## config.mk

```make
export PLATFORM = sky130hd
export DESIGN_NAME = ezusb_tx_framer
export DESIGN_NICKNAME = d
export VERILOG_FILES = /design/src/rtl/ezusb_tx_framer.sv
export SDC_FILE = /design/constraint.sdc
export NUM_CORES = 1
export LEC_CHECK = 0
export ABC_AREA = 1
export CAP_MARGIN = 40
export CORE_MARGIN = 1.5
export CORE_UTILIZATION = 59
export CTS_CLUSTER_SIZE = 20
export DETAILED_ROUTE_END_ITERATION = 10
export PLACE_DENSITY_LB_ADDON = 0.3
export SYNTH_ARGS = -nofsm -noshare
export SYNTH_HDL_FRONTEND = slang
export SYNTH_SLANG_ARGS = --single-unit
export TNS_END_PERCENT = 30
```

## constraint.sdc

```tcl
create_clock -name ifclk -period 3.9 [get_ports ifclk]
set_clock_uncertainty 0.15 [all_clocks]
set_input_delay 0.585 -clock ifclk [delete_from_list [all_inputs] [get_ports ifclk]]
set_output_delay 0.585 -clock ifclk [all_outputs]
set_load 0.05 [all_outputs]
```

## src/rtl/ezusb_tx_framer.sv

```systemverilog
// ezusb_tx_framer: wraps a user 16-bit word stream into frames for the FX3
// GPIF-II interface block: header {HDR_TAG, seq}, payload, length word
// {cont, count[14:0]} and, when EZUSB_TX_FRAMER_CSUM_EN is defined, a
// checksum word (sum of payload words mod 2^16). Frames longer than MAX_LEN
// are split; the length word of a split piece carries cont=1. After each
// frame a manual PKTEND is armed and the framer waits for PKTEND (low-active)
// or a timeout before the next frame may start.
//
// Handshake: a word transfers on the DI side in every cycle where
// DI_valid && DI_ready; DI/DI_valid never change while DI_valid && !DI_ready.
// On the user side a word is taken in every cycle where in_valid && in_ready.
module ezusb_tx_framer #(
    parameter int         MAX_LEN    = 1024,
    parameter logic [7:0] HDR_TAG    = 8'hA5,
    parameter int         PK_TIMEOUT = 65535
) (
    input  logic        ifclk,
    input  logic        reset,
    input  logic [15:0] in_data,
    input  logic        in_valid,
    input  logic        in_last,
    output logic        in_ready,
    output logic [15:0] DI,
    output logic        DI_valid,
    input  logic        DI_ready,
    output logic        pktend_arm,
    input  logic        PKTEND,
    output logic        busy,
    output logic [15:0] frame_cnt,
    output logic        pk_err,
    output logic [2:0]  dbg_state
);

    localparam logic [2:0] S_IDLE    = 3'd0;
    localparam logic [2:0] S_HDR     = 3'd1;
    localparam logic [2:0] S_DATA    = 3'd2;
    localparam logic [2:0] S_LEN     = 3'd3;
    localparam logic [2:0] S_CSUM    = 3'd4;
    localparam logic [2:0] S_ARM     = 3'd5;
    localparam logic [2:0] S_WAIT_PK = 3'd6;

    localparam logic [14:0] MAX_LEN_W = 15'(MAX_LEN);
    localparam logic [15:0] TMO_LAST  = 16'(PK_TIMEOUT - 1);

    logic [2:0]  state;
    logic [7:0]  seq;
    logic [14:0] cnt;
    logic        cont;
    logic        len_loaded;
    logic [15:0] timer;
`ifdef EZUSB_TX_FRAMER_CSUM_EN
    logic [15:0] csum;
`endif

    logic        load_ok;
    logic        word_moves;
    logic        in_take;
    logic [14:0] cnt_inc;
    logic        pk_done;

    assign load_ok    = !DI_valid || DI_ready;
    assign word_moves = DI_valid && DI_ready;
    assign in_ready   = (state == S_DATA) && load_ok;
    assign in_take    = in_valid && in_ready;
    assign cnt_inc    = cnt + 15'd1;
    // PKTEND seen, or the wait budget used up: either way the frame is closed.
    assign pk_done    = (state == S_WAIT_PK) && (!PKTEND || (timer == TMO_LAST));
    assign busy       = (state != S_IDLE);
    assign dbg_state  = state;

    // Frame sequencer and DI output register.
    always_ff @(posedge ifclk or posedge reset) begin
        if (reset) begin
            state      <= S_IDLE;
            DI         <= 16'h0000;
            DI_valid   <= 1'b0;
            pktend_arm <= 1'b0;
            seq        <= 8'h00;
            frame_cnt  <= 16'h0000;
            pk_err     <= 1'b0;
            cnt        <= 15'd0;
            cont       <= 1'b0;
            len_loaded <= 1'b0;
            timer      <= 16'h0000;
`ifdef EZUSB_TX_FRAMER_CSUM_EN
            csum       <= 16'h0000;
`endif
        end else begin
            case (state)
                S_IDLE: begin
                    // DI_valid is always 0 here, so the header loads at once.
                    if (in_valid) begin
                        DI       <= {HDR_TAG, seq};
                        DI_valid <= 1'b1;
                        state    <= S_HDR;
                    end
                end
                S_HDR: begin
                    if (word_moves) begin
                        DI_valid <= 1'b0;
                        state    <= S_DATA;
                    end
                end
                S_DATA: begin
                    if (in_take) begin
                        DI       <= in_data;
                        DI_valid <= 1'b1;
                        cnt      <= cnt_inc;
`ifdef EZUSB_TX_FRAMER_CSUM_EN
                        csum     <= csum + in_data;
`endif
                        // in_last wins over the split when both coincide.
                        if (in_last) begin
                            cont  <= 1'b0;
                            state <= S_LEN;
                        end else if (cnt_inc == MAX_LEN_W) begin
                            cont  <= 1'b1;
                            state <= S_LEN;
                        end
                    end else if (word_moves) begin
                        DI_valid <= 1'b0;
                    end
                end
                S_LEN: begin
                    // First phase waits for the last payload word to leave,
                    // second phase waits for the length word itself to leave.
                    if (!len_loaded) begin
                        if (load_ok) begin
                            DI         <= {cont, cnt};
                            DI_valid   <= 1'b1;
                            len_loaded <= 1'b1;
                        end
                    end else if (word_moves) begin
                        len_loaded <= 1'b0;
`ifdef EZUSB_TX_FRAMER_CSUM_EN
                        DI         <= csum;
                        DI_valid   <= 1'b1;
                        state      <= S_CSUM;
`else
                        DI_valid   <= 1'b0;
                        state      <= S_ARM;
`endif
                    end
                end
`ifdef EZUSB_TX_FRAMER_CSUM_EN
                S_CSUM: begin
                    if (word_moves) begin
                        DI_valid <= 1'b0;
                        state    <= S_ARM;
                    end
                end
`endif
                S_ARM: begin
                    pktend_arm <= 1'b1;
                    timer      <= 16'h0000;
                    state      <= S_WAIT_PK;
                end
                S_WAIT_PK: begin
                    if (pk_done) begin
                        // Dropping pktend_arm here guarantees a low cycle
                        // before the next frame can raise it again.
                        pktend_arm <= 1'b0;
                        seq        <= seq + 8'd1;
                        frame_cnt  <= frame_cnt + 16'd1;
                        cnt        <= 15'd0;
`ifdef EZUSB_TX_FRAMER_CSUM_EN
                        csum       <= 16'h0000;
`endif
                        if (PKTEND) begin
                            pk_err <= 1'b1;
                        end
                        state      <= S_IDLE;
                    end else begin
                        timer <= timer + 16'd1;
                    end
                end
                default: begin
                    DI_valid <= 1'b0;
                    state    <= S_IDLE;
                end
            endcase
        end
    end

endmodule

```

# Word-level counts from Yosys, hierarchy flattened
# Index checks and enable logic that the tools add are counted.
# op_classes
eq_ne	18
addsub	4
bitwise	1
muxes	32
n_reduce_logical	24
# op_table
operator	n
2-to-1 mux 16 bit	5
one-hot mux 16 bit (3 select lines)	1
adder 16 x 1 -> 16 bit (second input constant)	2
one-hot mux 16 bit (2 select lines)	1
2-to-1 mux 15 bit	2
one-hot mux 15 bit (2 select lines)	1
2-to-1 mux 3 bit	8
!= test 2 bit (second input constant)	9
one-hot mux 3 bit (6 select lines)	1
equality test 16 bit (second input constant)	1
adder 15 x 1 -> 15 bit (second input constant)	1
equality test 15 x 11 -> 1 bit (second input constant)	1
AND reduction 3 bit	4
2-to-1 mux 1 bit	11
adder 8 x 1 -> 8 bit (second input constant)	1
AND reduction 7 bit	1
equality test 3 x 2 -> 1 bit (second input constant)	2
equality test 3 bit (second input constant)	2
AND reduction 2 bit	3
nonzero test 2 bit	3
nonzero test 3 bit	2
one-hot mux 1 bit (5 select lines)	1
AND reduction 5 bit	1
logical AND 1 bit	4
9 further kinds	11
# totals
regBits	79

# Depth between registers and ports, before layout
# Gate-level depths: netlist of run 1.
# logic_depth
ltp_word	6
depth_mapped	13
ltp_nobuf	13

# Least setup slack after synthesis of run 1
# OpenSTA, ideal clock, no wires.
# synth_path
path_type	register -> output
start	register state[1], in the netlist dbg_state[1]
end	output in_ready
n_path_buf	1
arrival_time_ns	1.826
setup_slack_ns	1.339
path_stages_with_launch	6
cell_sequence	dfrtp_1 > inv_2 > nor2_4 > nand2_2 > clkbuf_1 > nor2_1
# synth_via
elab_chain_cells	2
# synth_lines
element	line	text
start: declaration	45	logic [2:0] state;
start signal: assignment	74	state <= S_IDLE;
start signal: assignment	95	state <= S_HDR;
start signal: assignment	101	state <= S_DATA;
equality test 3 x 2 -> 1 bit	63	assign in_ready = (state == S_DATA) && load_ok;
logical AND 1 bit	63	
end: declaration	22	output logic in_ready,
# Every way passes these cells.

# Worst setup path after layout of run 1
# layout_path
start	input DI_ready
end	output in_ready
# layout_via
elab_chain_cells	2
# layout_lines
element	line	text
start: declaration	25	input logic DI_ready,
logical OR 1 bit	61	assign load_ok = !DI_valid || DI_ready;
logical AND 1 bit	63	
# Every way passes these cells.

==> summary.md, run 1 <==
| Metric | Value |
|---|---|
| Status | `finished clean` |
| Post-synth top area cell | `dfrtp_1` |
| Mapped Cells | `560` |
| Initial Util | `0.6086` |
| Crit. Startpoint | `DI_ready` |
| Mapped Avg Cell Area | `7.883 um2` |
| Die Y | `89.50 um` |
| Clock latency on the worst-skew pair | `0.36 ns` |
| Required time of the critical path | `3.16 ns` |
| Pre-antenna DRT Iters | `5` |
| Final setup fails | `0` |
| Post-synth EDFFs | `0` |
| FILL cells | `585` |
| Critical path class | `in2out` |
| Die width | `89.50 um` |
| CP startpoint kind | `primary input` |
| Clock root buffer | `clkbuf_8` |
| P_leak | `0.002307 uW` |
| CTS tree | `yes` |
| Worst-margin pin slew | `0.8242 ns` |
| First-pass GRT wire length | `17,850 um` |
| Total Routing Usage GR | `0.2924` |
| Worst hold endpoint | `pk_err$_DFFE_PP0P_` |
| #FFs+latches synth | `79` |
| Share of layout cells above drive strength 1 | `0.07018` |
| Power Density | `784.7 nW/um2` |
| IO Pins | `62` |
| # resized after CTS | `0` |
| CTS Hold Bufs | `0` |
| Wirelength per Cell | `15.18 um` |
| Syn_nets | `588` |
| FF-to-FF End | `DI[15]$_DFFE_PP0P_` |
| Max_cap viols | `0` |
| Final worst path period need | `2.957 ns` |
| Vias | `4,104` |
| Worst Hold Class | `reg2reg` |
| Synth unique cells | `39` |
| Pins over their slew limit | `0` |
| Drt via density | `5.653` |
| Largest net degree at the start of global routing | `47` |
| Largest cells by area after synthesis | `dfrtp_1 (45%), nand2_1 (11%), inv_1 (6.0%)` |
| TNS Setup | `0 ns` |
| Critical Path AT | `2.22 ns` |
| CTS Buf Count | `9` |
| Most common cell after layout, fill and taps aside | `nand2_1` |
| Net count, final | `650` |
| WL final | `11,020 um` |
| Starting DRT DRC Count | `238` |
| FF-to-FF path depth | `7` |
| Synth top area share | `0.4478` |
| Die area | `8009 um2` |
| Max Fclk | `0.3382 GHz` |
| Post-DP HPWL | `8101 um` |
| Final ANT Viol Nets | `0` |
| Period utilization | `0.7581` |
| Htree depth | `3` |
| Total global routing overflow | `0` |
| Crit. End Element | `output port` |
| Adder-cell share of the synthesized area | `0.01701` |
| Post-route DRC | `0` |
| Hold path depth | `1` |
| CP Max Fanout | `5` |
| Post-synthesis sequential area ratio | `0.4478` |
| Setup Buffers After CTS | `0` |
| Port buffer count | `61` |
| CTS max path bufs | `2` |
| Antenna cells | `0` |
| Worst-path clk slew | `0.08 ns` |
| Post-synthesis compound-gate area fraction | `0.1224` |
| Synth Cell Area | `4414 um2` |
| Most frequent cells in the layout | `nand2_1 (133), dfrtp_1 (79), inv_1 (69)` |
| FF-to-FF Start | `dbg_state[0]$_DFFE_PP0P_` |
| Syn. warnings | `0` |
| Core Area | `7253 um2` |
| Hold Vio Cnt, Final | `0` |
| Area share of xor/xnor cells in the synthesized design | `0.05754` |
| Async S/R FF share, synth | `1.000` |
| Clk sinks | `79` |
| Largest family of logic cells by synthesized area | `simple AND/OR/NAND/NOR gates` |
| Initial antenna violation count | `0` |
| Row count | `31` |
| Total design power | `4166 uW` |
| Synth Area in Simple Gates | `0.2761` |
| Vias in the first global route | `3,858` |
| Worst ir drop on vdd | `0.5017 mV` |
| Min-delay src | `pk_err$_DFFE_PP0P_` |
| Final Wtd Congestion | `0.8928` |
| Post-synthesis mux area share | `0` |
| Area growth syn-to-layout | `20.27%` |
| Unrepaired setup endpoints after global routing | `false` |
| Synth Flop Type | `dfrtp_1` |
| Rel. slew slack | `0.4485` |
| FF-to-FF setup slack | `1.27 ns` |
## per-stage QoR
step / setup WS (ns) / utilization / cells / area (um2) / hold slack (ns)
CTS: 0.9304 / 0.7319 / 726 / 5309 / 0.3317
finish: 0.9434 / 0.7319 / 726 / 5309 / 0.3208
floorplan: 1.142 / - / 560 / 4414 / 0.3337
global placement: 0.9781 / 0.7038 / 710 / 5105 / 0.2922
global route: 0.8827 / 0.7319 / 726 / 5309 / 0.3492
detailed placement: 0.8991 / 0.7038 / 710 / 5105 / 0.3135
## cells in the mapped netlist, types with 5 or more instances
library cell and n:
nand2_1 133, dfrtp_1 79, inv_1 70, nor2_1 60, nand3_1 32, o21ai_0 30, xor2_1 23, nand4_1 13
nor3_1 13, a22oi_1 12, o22ai_1 9, a21oi_1 8, a31oi_1 8, ha_1 6, inv_2 6, xnor2_1 6
nor4_1 5
## how the worst max path moves through the flow
stage and to:
5_1_grt in_ready, 4_1_cts in_ready, 3_5_place_dp DI[15]$_DFFE_PP0P_, 2_1_floorplan DI[0]$_DFFE_PP0P_
3_3_place_gp in_ready, 6_report in_ready
## report_power, final
group | leakage (uW) | switching (uW) | internal [uW]
clock | 0.000102 | 329 | 305
sequential | 0.00100 | 299 | 1110
combinational | 0.00121 | 1440 | 685
total | 0.00231 | 2070 | 2100
## routing by layer
layer,GRT usage,routed length [um],up-vias
met3,0.05171,736,15
met2,0.4928,5534,171
met4,0.1021,187,0
met1,0.3815,4562,1953
met5,0,0,-
li1,-,-,1965
## kinds of logic after synthesis
kind of cell               Yosys count
xor gates and xnor gates            29
and+or+nand+nor                    274
DFF                                 79
buffers and inverters               87
AOI/OAI and AO/OA                   85
adders and majority gates            6
## registers in the layout (all words and copies together) (netlist names)
register    count
cont            1
seq             8
DI             16
dbg_state       3
len_loaded      1
DI_valid        1
pk_err          1
pktend_arm      1
timer          16
frame_cnt      16
cnt            15
## worst max-delay path, stage by stage
cell             delay [ns]
clkdlybuf4s50_1        0.42
nor2_1                 0.37
nor2_1                 0.12
clkdlybuf4s50_1        0.72
## final cells by class
| cell class | count | area, um2 | area share |
|---|---|---|---|
| tap | 99 | 123.9 | 0.02333 |
| timing repair buffer | 62 | 630.6 | 0.1188 |
| inverter | 76 | 285.3 | 0.05374 |
| clock buffer | 9 | 123.9 | 0.02333 |
| sequential | 79 | 1977 | 0.3724 |
| clock inverter | 7 | 80.08 | 0.01508 |
| multi-input combinational | 394 | 2088 | 0.3934 |
(Power assumes the default switching activity.)
==> run 2, diff against run 1 <==
CORE_UTILIZATION = 50   (was 59)
clock period = 2.4 ns   (was 3.9 ns; I/O delays follow)
==> summary.md, run 2 (same netlist as run 1, synthesis figures left out) <==
| Metric | Value |
|---|---|
| Final ANT Viol Nets | `0 (unchanged)` |
| Post-DP HPWL | `7890 um (-2.6%)` |
| Max_cap viols | `0 (unchanged)` |
| Final std cells w/o fill | `750 (+3.3%)` |
| CTS tree | `yes` |
| Most frequent cells in the layout | `nand2_1 (133), dfrtp_1 (78), inv_1 (69)` |
| Worst Hold Class | `in2async` |
| Core Area | `8636 um2 (+19%)` |
| Starting DRT DRC Count | `181 (-24%)` |
| Port buffer count | `61 (unchanged)` |
| CTS Buf Count | `9 (unchanged)` |
| Critical path class | `reg2reg` |
| Global Route met2 Usage | `0.3728 (-0.1200)` |
| Crit. End Element | `register` |
| Largest registers | `DI x16, frame_cnt x16, timer x16` |
| Unrepaired setup endpoints after global routing | `false` |
| Critical Path AT | `2.31 ns (+0.09 ns)` |
| Final Wtd Congestion | `0.9260 (+3.7%)` |
| Flop pwr share | `0.336 (-0.002)` |
| Max Fclk | `0.4562 GHz` |
| Final worst path period need | `2.192 ns` |
| Busiest metal layer after global routing | `met2` |
| Switching power of the nets | `3351 uW (+62%)` |
| Clock latency on the worst-skew pair | `0.37 ns (about the same)` |
| CTS max path bufs | `2 (unchanged)` |
| First-pass GRT wire length | `18,280 um (+2.4%)` |
| Die area | `9401 um2 (+17%)` |
| Worst-path clk slew | `0.10 ns (+0.02 ns)` |
| Clock root buffer | `clkbuf_8` |
| Setup Buffers After CTS | `0 (unchanged)` |
| Row count | `34 (+9.7%)` |
| Met1 GRT Util | `0.3236 (-0.05797)` |
| CTS Hold Bufs | `0 (unchanged)` |
| CP Max Fanout | `13 (+8)` |
| Worst ir drop on vdd | `0.8153 mV (+63%)` |
| Hold Vio Cnt, Final | `0 (unchanged)` |
| Vias | `4,038 (-1.6%)` |
| Power Internal | `3407 uW (+63%)` |
| Htree depth | `3 (unchanged)` |
| Die width | `96.96 um (+8.3%)` |
| Logic pwr share | `0.524 (+0.014)` |
| Pre-antenna DRT Iters | `4 (-1)` |
| Post-DP Area | `5228 um2 (+2.4%)` |
| Critical path buffer and inverter count | `1 (-1)` |
| Share of layout cells above drive strength 1 | `0.09813 (+0.02796)` |
| Rel. slew slack | `0.6044 (+0.1559)` |
| WL final | `10,690 um (-3.0%)` |
| Wirelength per Cell | `14.26 um (-6.1%)` |
| Period utilization | `0.9134` |
| Final setup fails | `0 (unchanged)` |
| Total global routing overflow | `0 (unchanged)` |
| Clk sinks | `79 (unchanged)` |
| IO Pins | `62 (unchanged)` |
| Net count, final | `665 (+2.3%)` |
| Final instance area | `5416 um2 (+2.0%)` |
| Die Y | `96.96 um (+8.3%)` |
| Vias in the first global route | `3,873 (+0.39%)` |
| Switching share of power | `0.4958 (-0.0008955)` |
| Critical Path Slowest Stage Cell | `dfrtp_1` |
| Initial antenna violation count | `0 (unchanged)` |
| Post-route DRC | `0 (unchanged)` |
| Cell family with most CP delay | `simple AND/OR/NAND/NOR gates` |
| Worst-margin pin slew | `0.5927 ns (-0.2315 ns)` |
| Antenna cells | `0 (unchanged)` |
| Power Density | `1248 nW/um2 (+59%)` |
| P_leak | `0.002366 uW (+2.5%)` |
| Cells along the critical path | `inv_1 > nor3_1 > nand4_1 > and2_4 > nor2_4 > nand4_1 > o21ai_0 > nand2_1` |
| Drt via density | `5.384 (-4.8%)` |
| TNS Setup | `0 ns (unchanged)` |
| Most common cell after layout, fill and taps aside | `nand2_1` |
| Initial Util | `0.5112 (-0.09743)` |
| Pins over their slew limit | `0 (unchanged)` |
| Power share of the clock group | `0.140 (-0.012)` |
| Area growth syn-to-layout | `22.70%` |
| Largest net degree at the start of global routing | `80 (+70%)` |
| CP startpoint kind | `register` |
| GR Util met3 | `0.06214 (+0.01043)` |
| Dpl cells | `734 (+3.4%)` |
| Total Routing Usage GR | `0.2385 (-0.05390)` |
| CP dominant cell by count | `nand4_1` |
| Status | `finished clean` |
| Required time of the critical path | `2.51 ns (-0.65 ns)` |
| Critical Path Max Stage Delay | `0.40 ns (-0.32 ns)` |
==> run 2: metrics by stage <==
step,util,power (uW),worst slack [ns],hold slack [ns]
2_1_floorplan,-,4721,0.06353,0.3169
3_3_place_gp,0.6053,5723,0.03695,0.2908
3_5_place_dp,0.6053,5821,-0.02583,0.3116
4_1_cts,0.6268,6773,0.1266,0.3167
5_1_grt,0.6272,7231,0.008088,0.3269
6_report,0.6272,6758,0.2079,0.3035
==> run 2: final timing paths <==
kind                            slack [ns]  cells after the start                    from                     end
worst max-delay path                  0.21                      8    timer[9]$_DFFE_PP0P_      seq[7]$_DFFE_PP0P_
worst min-delay path                  0.30                      3                   reset      seq[3]$_DFFE_PP0P_
worst max register to register        0.21                      8    timer[9]$_DFFE_PP0P_      seq[7]$_DFFE_PP0P_
worst min register to register        0.33                      2  pktend_arm$_DFFE_PP0P_  pktend_arm$_DFFE_PP0P_
max in group asynchronous             1.45                      3                   reset      cnt[1]$_DFFE_PP0P_
min in group ifclk                    0.33                      2  pktend_arm$_DFFE_PP0P_  pktend_arm$_DFFE_PP0P_
==> run 2: worst min-delay path, stage by stage <==
cell and delay (ns):
clkdlybuf4s50_1 0.44, clkinvlp_4 0.10, buf_12 0.35
==> run 2: final cells by class <==
type / instances / area (um2)
tap: 108 / 135.1
sequential: 79 / 1978
timing repair buffer: 77 / 738.2
clock buffer: 9 / 123.9
clock inverter: 7 / 61.31
inverter: 76 / 289.0
fill: 747 / 3219
multi-input combinational: 394 / 2091
==> run 2: repair_timing <==
| item | 4_1_cts | 5_1_grt |
|---|---|---|
| hold endpoints to repair | 0 | 0 |
| gates resized for setup | 0 | 2 |
| setup endpoints to repair | 0 | 15 |
==> run 2: power by group through the flow <==
stage | registers, uW | logic [uW] | clock network [uW]
after CTS | 2260 | 3550 | 960
after floorplan | 2970 | 1750 | 0
after detailed placement | 2280 | 3540 | 0
after global placement | 2270 | 3450 | 0
final | 2270 | 3540 | 946
after global routing | 2340 | 3860 | 1030
==> run 2: metal layers <==
| metal | vias up | wire length [um] | part of all wire |
|---|---|---|---|
| li1 | 1995 | - | - |
| met1 | 1892 | 4817 | 0.45 |
| met2 | 133 | 4907 | 0.46 |
| met3 | 18 | 746 | 0.070 |
| met4 | 0 | 220 | 0.021 |
| met5 | - | 0 | 0 |
